`src/rtl/tick_event_scheduler_if.sv`:
```
// Event port of the tick scheduler: one expired channel presented per valid/ready handshake.
interface tick_event_scheduler_if #(
  parameter int unsigned NCH = 4
);
  logic                   evt_valid;
  logic                   evt_ready;
  logic [$clog2(NCH)-1:0] evt_ch;
  logic                   evt_overrun;

  modport master (
    output evt_valid,
    output evt_ch,
    output evt_overrun,
    input  evt_ready
  );

  modport slave (
    input  evt_valid,
    input  evt_ch,
    input  evt_overrun,
    output evt_ready
  );
endinterface

```
`src/rtl/tick_event_scheduler.sv`:
```
// Per-channel programmable period counters whose expiries are shared onto one
// valid/ready event port by a round-robin arbiter.
module tick_event_scheduler #(
  parameter int unsigned NCH   = 4,
  parameter int unsigned CNT_W = 8
) (
  input  logic                   clk,
  input  logic                   rst,
  input  logic                   cfg_we,
  input  logic [$clog2(NCH)-1:0] cfg_ch,
  input  logic [CNT_W-1:0]       cfg_period,
  input  logic [NCH-1:0]         ch_en,
  tick_event_scheduler_if.master evt,
  output logic [NCH-1:0]         pending
);

  localparam int unsigned CH_W = $clog2(NCH);

  typedef enum logic {StIdle, StPresent} state_e;

  state_e            state_q, state_d;
  logic [CH_W-1:0]   rr_q, rr_d;
  logic [CH_W-1:0]   evt_ch_q, evt_ch_d;
  logic              evt_ovr_q, evt_ovr_d;
  logic [CNT_W-1:0]  period_q [NCH];
  logic [CNT_W-1:0]  period_d [NCH];
  logic [CNT_W-1:0]  cnt_q [NCH];
  logic [CNT_W-1:0]  cnt_d [NCH];
  logic [NCH-1:0]    pending_q, pending_d;
  logic [NCH-1:0]    ovr_q, ovr_d;
  logic [NCH-1:0]    wrap;

  logic              gnt_found;
  logic [CH_W-1:0]   gnt_idx;
  logic              gnt_fire;
  int unsigned       scan_sum;

  // First pending channel at or after the round-robin pointer, wrapping.
  always_comb begin
    gnt_found = 1'b0;
    gnt_idx   = '0;
    scan_sum  = 0;
    for (int j = 0; j < NCH; j++) begin
      scan_sum = (int'(rr_q) + j) % NCH;
      if (!gnt_found && pending_q[CH_W'(scan_sum)]) begin
        gnt_found = 1'b1;
        gnt_idx   = CH_W'(scan_sum);
      end
    end
  end

  always_comb begin
    state_d   = state_q;
    rr_d      = rr_q;
    evt_ch_d  = evt_ch_q;
    evt_ovr_d = evt_ovr_q;
    gnt_fire  = 1'b0;

    unique case (state_q)
      StIdle: begin
        gnt_fire = gnt_found;
      end
      StPresent: begin
        if (evt.evt_ready) begin
          if (gnt_found) begin
            gnt_fire = 1'b1;
          end else begin
            state_d   = StIdle;
            evt_ch_d  = '0;
            evt_ovr_d = 1'b0;
          end
        end
      end
      default: state_d = StIdle;
    endcase

    if (gnt_fire) begin
      state_d   = StPresent;
      evt_ch_d  = gnt_idx;
      evt_ovr_d = ovr_q[gnt_idx];
      rr_d      = (gnt_idx == CH_W'(NCH - 1)) ? '0 : gnt_idx + 1'b1;
    end
  end

  // Counter, pending and overrun update; a config write overrides a same-cycle wrap.
  always_comb begin
    pending_d = pending_q;
    ovr_d     = ovr_q;
    wrap      = '0;
    for (int i = 0; i < NCH; i++) begin
      logic cfg_hit;
      logic run;
      logic granted;
      cfg_hit     = cfg_we && (cfg_ch == CH_W'(i));
      run         = ch_en[i] && (period_q[i] != '0);
      granted     = gnt_fire && (gnt_idx == CH_W'(i));
      wrap[i]     = run && (cnt_q[i] == period_q[i] - 1'b1) && !cfg_hit;
      period_d[i] = cfg_hit ? cfg_period : period_q[i];

      if (cfg_hit || !run || wrap[i]) begin
        cnt_d[i] = '0;
      end else begin
        cnt_d[i] = cnt_q[i] + 1'b1;
      end

      if (granted) begin
        pending_d[i] = 1'b0;
        ovr_d[i]     = 1'b0;
      end
      if (wrap[i]) begin
        if (pending_q[i] && !granted) begin
          ovr_d[i] = 1'b1;
        end
        pending_d[i] = 1'b1;
      end
      if (cfg_hit) begin
        pending_d[i] = 1'b0;
        ovr_d[i]     = 1'b0;
      end
    end
  end

  always_ff @(posedge clk or posedge rst) begin
    if (rst) begin
      state_q   <= StIdle;
      rr_q      <= '0;
      evt_ch_q  <= '0;
      evt_ovr_q <= 1'b0;
      pending_q <= '0;
      ovr_q     <= '0;
      for (int i = 0; i < NCH; i++) begin
        period_q[i] <= '0;
        cnt_q[i]    <= '0;
      end
    end else begin
      state_q   <= state_d;
      rr_q      <= rr_d;
      evt_ch_q  <= evt_ch_d;
      evt_ovr_q <= evt_ovr_d;
      pending_q <= pending_d;
      ovr_q     <= ovr_d;
      for (int i = 0; i < NCH; i++) begin
        period_q[i] <= period_d[i];
        cnt_q[i]    <= cnt_d[i];
      end
    end
  end

  assign evt.evt_valid   = (state_q == StPresent);
  assign evt.evt_ch      = evt_ch_q;
  assign evt.evt_overrun = evt_ovr_q;
  assign pending         = pending_q;

endmodule

```
`src/flat_wrapper.sv`:
```
// flat-port wrapper written by rule: the top's interface ports become plain ports
module tick_event_scheduler_flat 
#(
  parameter int unsigned NCH   = 4,
  parameter int unsigned CNT_W = 8
)
  (clk, rst, cfg_we, cfg_ch, cfg_period, ch_en, pending, evt_evt_valid, evt_evt_ch, evt_evt_overrun, evt_evt_ready);
  tick_event_scheduler_if #(.NCH(NCH)) evt_i ();
  input  logic clk;
  input  logic rst;
  input  logic cfg_we;
  input  logic [$clog2(NCH)-1:0] cfg_ch;
  input  logic [CNT_W-1:0] cfg_period;
  input  logic [NCH-1:0] ch_en;
  output logic [NCH-1:0] pending;
  output wire logic [$bits(evt_i.evt_valid)-1:0] evt_evt_valid;
  output wire logic [$bits(evt_i.evt_ch)-1:0] evt_evt_ch;
  output wire logic [$bits(evt_i.evt_overrun)-1:0] evt_evt_overrun;
  input wire logic [$bits(evt_i.evt_ready)-1:0] evt_evt_ready;
  assign evt_evt_valid = evt_i.evt_valid;
  assign evt_evt_ch = evt_i.evt_ch;
  assign evt_evt_overrun = evt_i.evt_overrun;
  assign evt_i.evt_ready = evt_evt_ready;
  tick_event_scheduler #(.NCH(NCH), .CNT_W(CNT_W)) u_core (.clk(clk), .rst(rst), .cfg_we(cfg_we), .cfg_ch(cfg_ch), .cfg_period(cfg_period), .ch_en(ch_en), .evt(evt_i), .pending(pending));
endmodule
```
`config.mk`:
```
export PLATFORM = sky130hd
export DESIGN_NAME = tick_event_scheduler_flat
export DESIGN_NICKNAME = d
export VERILOG_FILES = /design/src/rtl/tick_event_scheduler_if.sv /design/src/rtl/tick_event_scheduler.sv /design/src/flat_wrapper.sv
export SDC_FILE = /design/constraint.sdc
export NUM_CORES = 1
export LEC_CHECK = 0
export CAP_MARGIN = 20
export CORE_ASPECT_RATIO = 1.5
export CORE_MARGIN = 2
export CORE_UTILIZATION = 50
export DETAILED_ROUTE_END_ITERATION = 16
export GPL_TIMING_DRIVEN = 0
export PLACE_DENSITY = 0.71
export SYNTH_ARGS = -nofsm -noshare
export SYNTH_HDL_FRONTEND = slang
export SYNTH_SLANG_ARGS = --single-unit
```
`constraint.sdc`:
```
create_clock -name clk -period 2.4 [get_ports clk]
set_input_delay 0.36 -clock clk [delete_from_list [all_inputs] [get_ports clk]]
set_output_delay 0.36 -clock clk [all_outputs]
set_load 0.02 [all_outputs]
```
After elaboration in Yosys (flattened, before gate mapping):

Cells that the tools add are included.

* register bits after elaboration: 78
* input bits: 18
* output and inout bits: 8
* word-level logic and storage cells: 174

* add/subtract/negate cells: 12
* $lt $le $gt $ge: 5
* equality and inequality tests: 11
* multiplexer cells: 65
* bitwise operators: 1
* reduce and logical (&&, ||, !) cells: 63

Operator list (number)
* 1-bit two-way mux: 46
* 8-bit by 1-bit adder with 8-bit output (second input constant): 4
* 8-bit equality test: 4
* 8-bit two-way mux: 4
* 8-bit nonzero test: 4
* 8-bit by 1-bit subtractor with 8-bit output (second input constant): 4
* 1-bit logical AND: 27
* 2-bit two-way mux: 9
* 1-bit logical NOT: 15
* 2-bit by 3-bit < comparator with 1-bit output (second input constant): 5
* 3-bit nonzero test: 4
* 1-bit binary-select mux with 2-bit select: 5
* 2-bit equality test (second input constant): 4
* 1-bit logical OR: 8
* 2-bit by 1-bit adder with 2-bit output (second input constant): 2
* 2-bit adder (second input constant): 2
* 2-bit by 1-bit equality test with 1-bit output (second input constant): 2
* 2-bit logical NOT: 2
* 2-bit nonzero test: 2
* 3-bit AND reduction: 1
* 2-bit inequality test (second input constant): 1
* 1-bit case mux with 2 select lines: 1
* 1-bit inverter: 1

Logic depth before layout (Yosys ltp):

* depth after elaboration: 21
* mapped depth: 9
* depth with buffers taken out: 9

Least setup slack after synthesis:

No wires, ideal clock.

* path type: flip-flop to flip-flop
* from: register u_core.period_q[24] (netlist bit)
* to: register u_core.cnt_q[26] (netlist bit)
* setup time: 0.119 ns
* arrival time: 1.898 ns
* required time: 2.281 ns
* slack: 0.383 ns
* stages on the path, launching flop included: 8
* buffers on the path: 1
* period minus slack after synthesis: 2.017 ns
* path through: dfrtp_1 or4_4 nor4_1 a211oi_2 a211oi_2 nand4bb_1 buf_6 nor2_2

RTL lines
* start, declared: line tick_event_scheduler.sv:25 `logic [CNT_W-1:0] period_q [NCH];`
* start signal, assigned by index: line tick_event_scheduler.sv:143 `period_q[i] <= period_d[i];`
* end signal, assigned by index: line tick_event_scheduler.sv:144 `cnt_q[i] <= cnt_d[i];`
* end, declared: line tick_event_scheduler.sv:27 `logic [CNT_W-1:0] cnt_q [NCH];`

==> parameters.txt <==
Parameter                              Value

Critical path
  Max stage delay on crit path ... 0.49 ns
  Setup slack of the worst register-to-register path ... 0.14 ns
  Required @ worst endpoint ... 2.63 ns
  Cell Chain, Critical Path ... inv_1, ha_1, xnor2_1, a211oi_1, o211ai_1, nor4_1, or2_1, buf_4, nor2_1
  Critical Path Slowest Stage Cell ... sky130_fd_sc_hd__dfrtp_1
  Critical path buffer and inverter count ... 2
  Type of the worst setup path ... reg2reg
  Largest fanout on the critical path ... 8
  Startpoint class of the critical path ... flop
  Endpoint type of the worst setup path ... flop
  Cell count of the worst reg-to-reg path ... 9
  WP data arrival ... 2.48 ns
  Cell family with most CP delay ... simple AND/OR/NAND/NOR gates
  Critical path depth in cells ... 9

Die
  Number of rows in the core area ... 42
  Width of the die ... 80.7 um
  Top Ports ... 26
  Initial standard-cell utilization of the core ... 0.505
  Vertical die dimension ... 119 um
  Die Area ... 0.00960 mm^2
  Area of the core ... 0.00872 mm^2

Route
  Final wirelength ... 9040 um
  DR vias ... 3195
  Post-route antenna net violation count ... 0
  Violation count after the first detailed-routing iteration ... 131
  Average routed wire per standard cell ... 15.8 um
  Router iterations before antenna repair ... 5
  Number of vias per cell ... 5.57
  Detailed-route DRC error count ... 0

Synthesis
  Cell count after synthesis ... 422
  Yosys warnings ... 0
  Most used flip-flop cell after synthesis ... sky130_fd_sc_hd__dfrtp_1
  Async SR Flop Fraction ... 1.00
  Area share of the largest cell type after synthesis ... 0.443
  Post-synth net total ... 456
  Post-synthesis cell area ... 0.00441 mm^2
  Count of state elements after synthesis ... 78
  Number of different library cells in the post-synthesis netlist ... 54
  Most area-consuming cells after synthesis ... sky130_fd_sc_hd__dfrtp_1, sky130_fd_sc_hd__mux2_2, sky130_fd_sc_hd__xor2_1
  Largest area contributor in the netlist ... sky130_fd_sc_hd__dfrtp_1
  Post-synthesis average cell area ... 10.4 um^2
  Post-synth EDFFs ... 0
  Sequential fraction of the synthesis area ... 0.443

STA
  Final Skew ... 0.00810 ns
  Finish-stage setup viols ... 0
  Number of pins exceeding their max-slew limit in the final report ... 0
  Actual slew at the worst max-slew pin ... 0.634 ns
  Relative max-transition margin ... 0.574
  Setup WS post-layout ... 0.144 ns
  Maximum clock rate ... 443 MHz
  Setup repair after global routing missed its margin ... no
  Final critical-path share of the clock period ... 0.940
  Shortest clock period the worst path allows after layout ... 2.26 ns
  Number of hold violations in the final report ... 0

Global routing
  Via count of the first global-routing pass ... 3408
  Number of antenna violations at the first check in global routing ... 0
  Total global-route track usage ... 0.215
  Remaining global-route overflow ... 0
  Pin count of the biggest net entering global routing ... 69
  Global-route wire length before repair ... 15800 um

Placement
  Routability congestion estimate from global placement ... 0.779
  Pre-CTS worst setup slack ... 0.0896 ns
  IO buf count ... 25
  Post-place instance area ... 0.00483 mm^2
  Hpwl dp ... 6340 um

Layout
  Filler instances ... 748
  Post-route design area ... 0.00521 mm^2
  Area grow syn2layout ... 18.2%
  Fraction of final layout cells sized beyond drive strength 1 ... 0.172
  Final-stage net count ... 493
  Post-Route Utilization ... 0.597
  Number of inserted diodes ... 0

Job
  Maximum capacitance violations ... 0

Power
  Power per unit of standard cell area ... 820 mW/mm^2
  Peak supply drop ... 0.621 mV
  Total leakage power ... 0.00228 uW

Min path
  Kind of path behind the tightest hold check ... in2async

Clock tree
  Number of H-tree levels ... 3
  Number of buffers inserted by hold repair at cts ... 0
  Clk root buf ... sky130_fd_sc_hd__clkbuf_16
  Number of buffers on the longest clock path ... 2
  Worst-path clk slew ... 0.06 ns
  TritonCTS clock tree ... yes
  Insertion delay to the later sink of the worst-skew pair ... 0.34 ns
  Clock sinks ... 78
  CTS buffer count ... 9

Status
  Run status ... complete, no violations
## synth_stat cells, types with 3 or more instances
library cell,instances
sky130_fd_sc_hd__a211oi_1,3
sky130_fd_sc_hd__a21boi_0,3
sky130_fd_sc_hd__a21oi_1,9
sky130_fd_sc_hd__a31oi_1,3
sky130_fd_sc_hd__a32oi_1,3
sky130_fd_sc_hd__and3_1,11
sky130_fd_sc_hd__clkbuf_1,5
sky130_fd_sc_hd__dfrtp_1,78
sky130_fd_sc_hd__ha_1,16
sky130_fd_sc_hd__inv_1,17
sky130_fd_sc_hd__mux2_2,33
sky130_fd_sc_hd__nand2_1,24
sky130_fd_sc_hd__nand2b_1,4
sky130_fd_sc_hd__nand3_1,18
sky130_fd_sc_hd__nand3b_1,4
sky130_fd_sc_hd__nor2_1,40
sky130_fd_sc_hd__nor2_2,8
sky130_fd_sc_hd__nor2b_1,6
sky130_fd_sc_hd__nor3_1,7
sky130_fd_sc_hd__nor3b_1,5
sky130_fd_sc_hd__nor4_1,9
sky130_fd_sc_hd__o211ai_1,5
sky130_fd_sc_hd__o21ai_0,7
sky130_fd_sc_hd__xnor2_1,30
sky130_fd_sc_hd__xor2_1,35
## placed cells by master (no fill, tap or decap), types with 2 or more instances in the layout
cell,netlist,final
sky130_fd_sc_hd__nand3b_1,4,4
sky130_fd_sc_hd__buf_2,2,2
sky130_fd_sc_hd__dfrtp_1,78,78
sky130_fd_sc_hd__nand4b_1,2,2
sky130_fd_sc_hd__nor3b_1,5,5
sky130_fd_sc_hd__o211ai_1,5,5
sky130_fd_sc_hd__ha_1,16,16
sky130_fd_sc_hd__a21boi_0,3,3
sky130_fd_sc_hd__nand2b_1,4,4
sky130_fd_sc_hd__a21o_1,2,2
sky130_fd_sc_hd__nor4_1,9,4
sky130_fd_sc_hd__and3_1,11,11
sky130_fd_sc_hd__clkdlybuf4s50_1,0,25
sky130_fd_sc_hd__nor2_2,8,8
sky130_fd_sc_hd__xnor2_1,30,30
sky130_fd_sc_hd__nand3_1,18,18
sky130_fd_sc_hd__a211oi_1,3,3
sky130_fd_sc_hd__a211oi_2,2,2
sky130_fd_sc_hd__nor4_2,0,5
sky130_fd_sc_hd__xor2_1,35,35
sky130_fd_sc_hd__mux2_2,33,33
sky130_fd_sc_hd__inv_1,17,16
sky130_fd_sc_hd__o31ai_1,2,2
sky130_fd_sc_hd__a32oi_1,3,3
sky130_fd_sc_hd__or4_4,2,2
sky130_fd_sc_hd__nor2_1,40,40
sky130_fd_sc_hd__or4b_1,2,2
sky130_fd_sc_hd__nor3_1,7,7
sky130_fd_sc_hd__clkinv_2,0,2
sky130_fd_sc_hd__clkbuf_1,5,4
sky130_fd_sc_hd__clkbuf_16,0,9
sky130_fd_sc_hd__buf_4,2,3
sky130_fd_sc_hd__o21ai_0,7,7
sky130_fd_sc_hd__bufinv_16,0,3
sky130_fd_sc_hd__nand2_1,24,24
sky130_fd_sc_hd__or2_2,2,2
sky130_fd_sc_hd__buf_6,2,2
sky130_fd_sc_hd__a31oi_1,3,3
sky130_fd_sc_hd__nor2b_1,6,6
sky130_fd_sc_hd__a21oi_1,9,9
## kinds of logic after synthesis
group                    count (synthesis)  share of synthesized area
AND/OR/NAND/NOR                        151                      0.185
flip-flops                              78                      0.443
XOR/XNOR                                65                      0.129
AO/OA/AOI/OAI                           50                     0.0820
multiplexers                            34                     0.0866
buffers and inverters                   28                     0.0295
adder cells (fa/ha/maj)                 16                     0.0454
## repair_timing
action | CTS | global route
resized for setup | 0 | 5
buffers inserted | 0 | 1
endpoints found under the hold margin | 0 | 0
endpoints found under the setup margin | 0 | 29
## area by class of cell
| type | instances | area, um^2 | share of cell area |
|---|---|---|---|
| Multi-Input combinational cell | 316 | 2360 | 0.453 |
| Sequential cell | 78 | 1950 | 0.375 |
| Timing Repair Buffer | 27 | 285 | 0.0548 |
| Clock buffer | 10 | 239 | 0.0459 |
| Tap cell | 110 | 138 | 0.0264 |
| Clock inverter | 6 | 109 | 0.0209 |
| Inverter | 17 | 66.3 | 0.0127 |
| Buffer | 10 | 62.6 | 0.0120 |
## metal layers
metal / track usage / part of all wire / vias up
li1: - / - / 1547
met1: 0.249 / 0.42 / 1571
met5: 0 / 0 / -
met3: 0.0439 / 0.026 / 21
met2: 0.371 / 0.53 / 56
met4: 0.105 / 0.028 / 0
## where the power goes
group	internal [uW]	total (uW)	switching [uW]
sequential	1480	1710	229
clock	1040	1590	544
combinational	486	978	492
total	3010	4270	1270
## worst paths after layout
kind                                        to          startpoint
hold / removal             u_core.period_q[31]                 rst
setup / recovery              u_core.cnt_q[10]  u_core.period_q[8]
max in group asynchronous     u_core.cnt_q[10]                 rst
setup reg to reg              u_core.cnt_q[10]  u_core.period_q[8]
hold reg to reg                u_core.ovr_q[2]     u_core.ovr_q[2]
min in group clk               u_core.ovr_q[2]     u_core.ovr_q[2]
## stage by stage
step / hold slack [ns] / cells / TNS [ns] / total power (uW)
2_1_floorplan: 0.444 / 422 / 0 / 2390
3_3_place_gp: 0.475 / 557 / -89.88 / 2630
3_5_place_dp: 0.473 / 558 / 0 / 2680
4_1_cts: 0.273 / 574 / 0 / 4300
5_1_grt: 0.295 / 574 / 0 / 4510
6_report: 0.276 / 574 / 0 / 4270
## flip-flops by register name, summed over array words and instances, names as in the netlist
name	count
u_core.cnt_q	32
u_core.evt.evt_ch	2
u_core.evt.evt_overrun	1
u_core.evt.evt_valid	1
u_core.ovr_q	4
u_core.pending	4
u_core.period_q	32
u_core.rr_q	2
No activity file was read; power rests on OpenSTA's default activity.
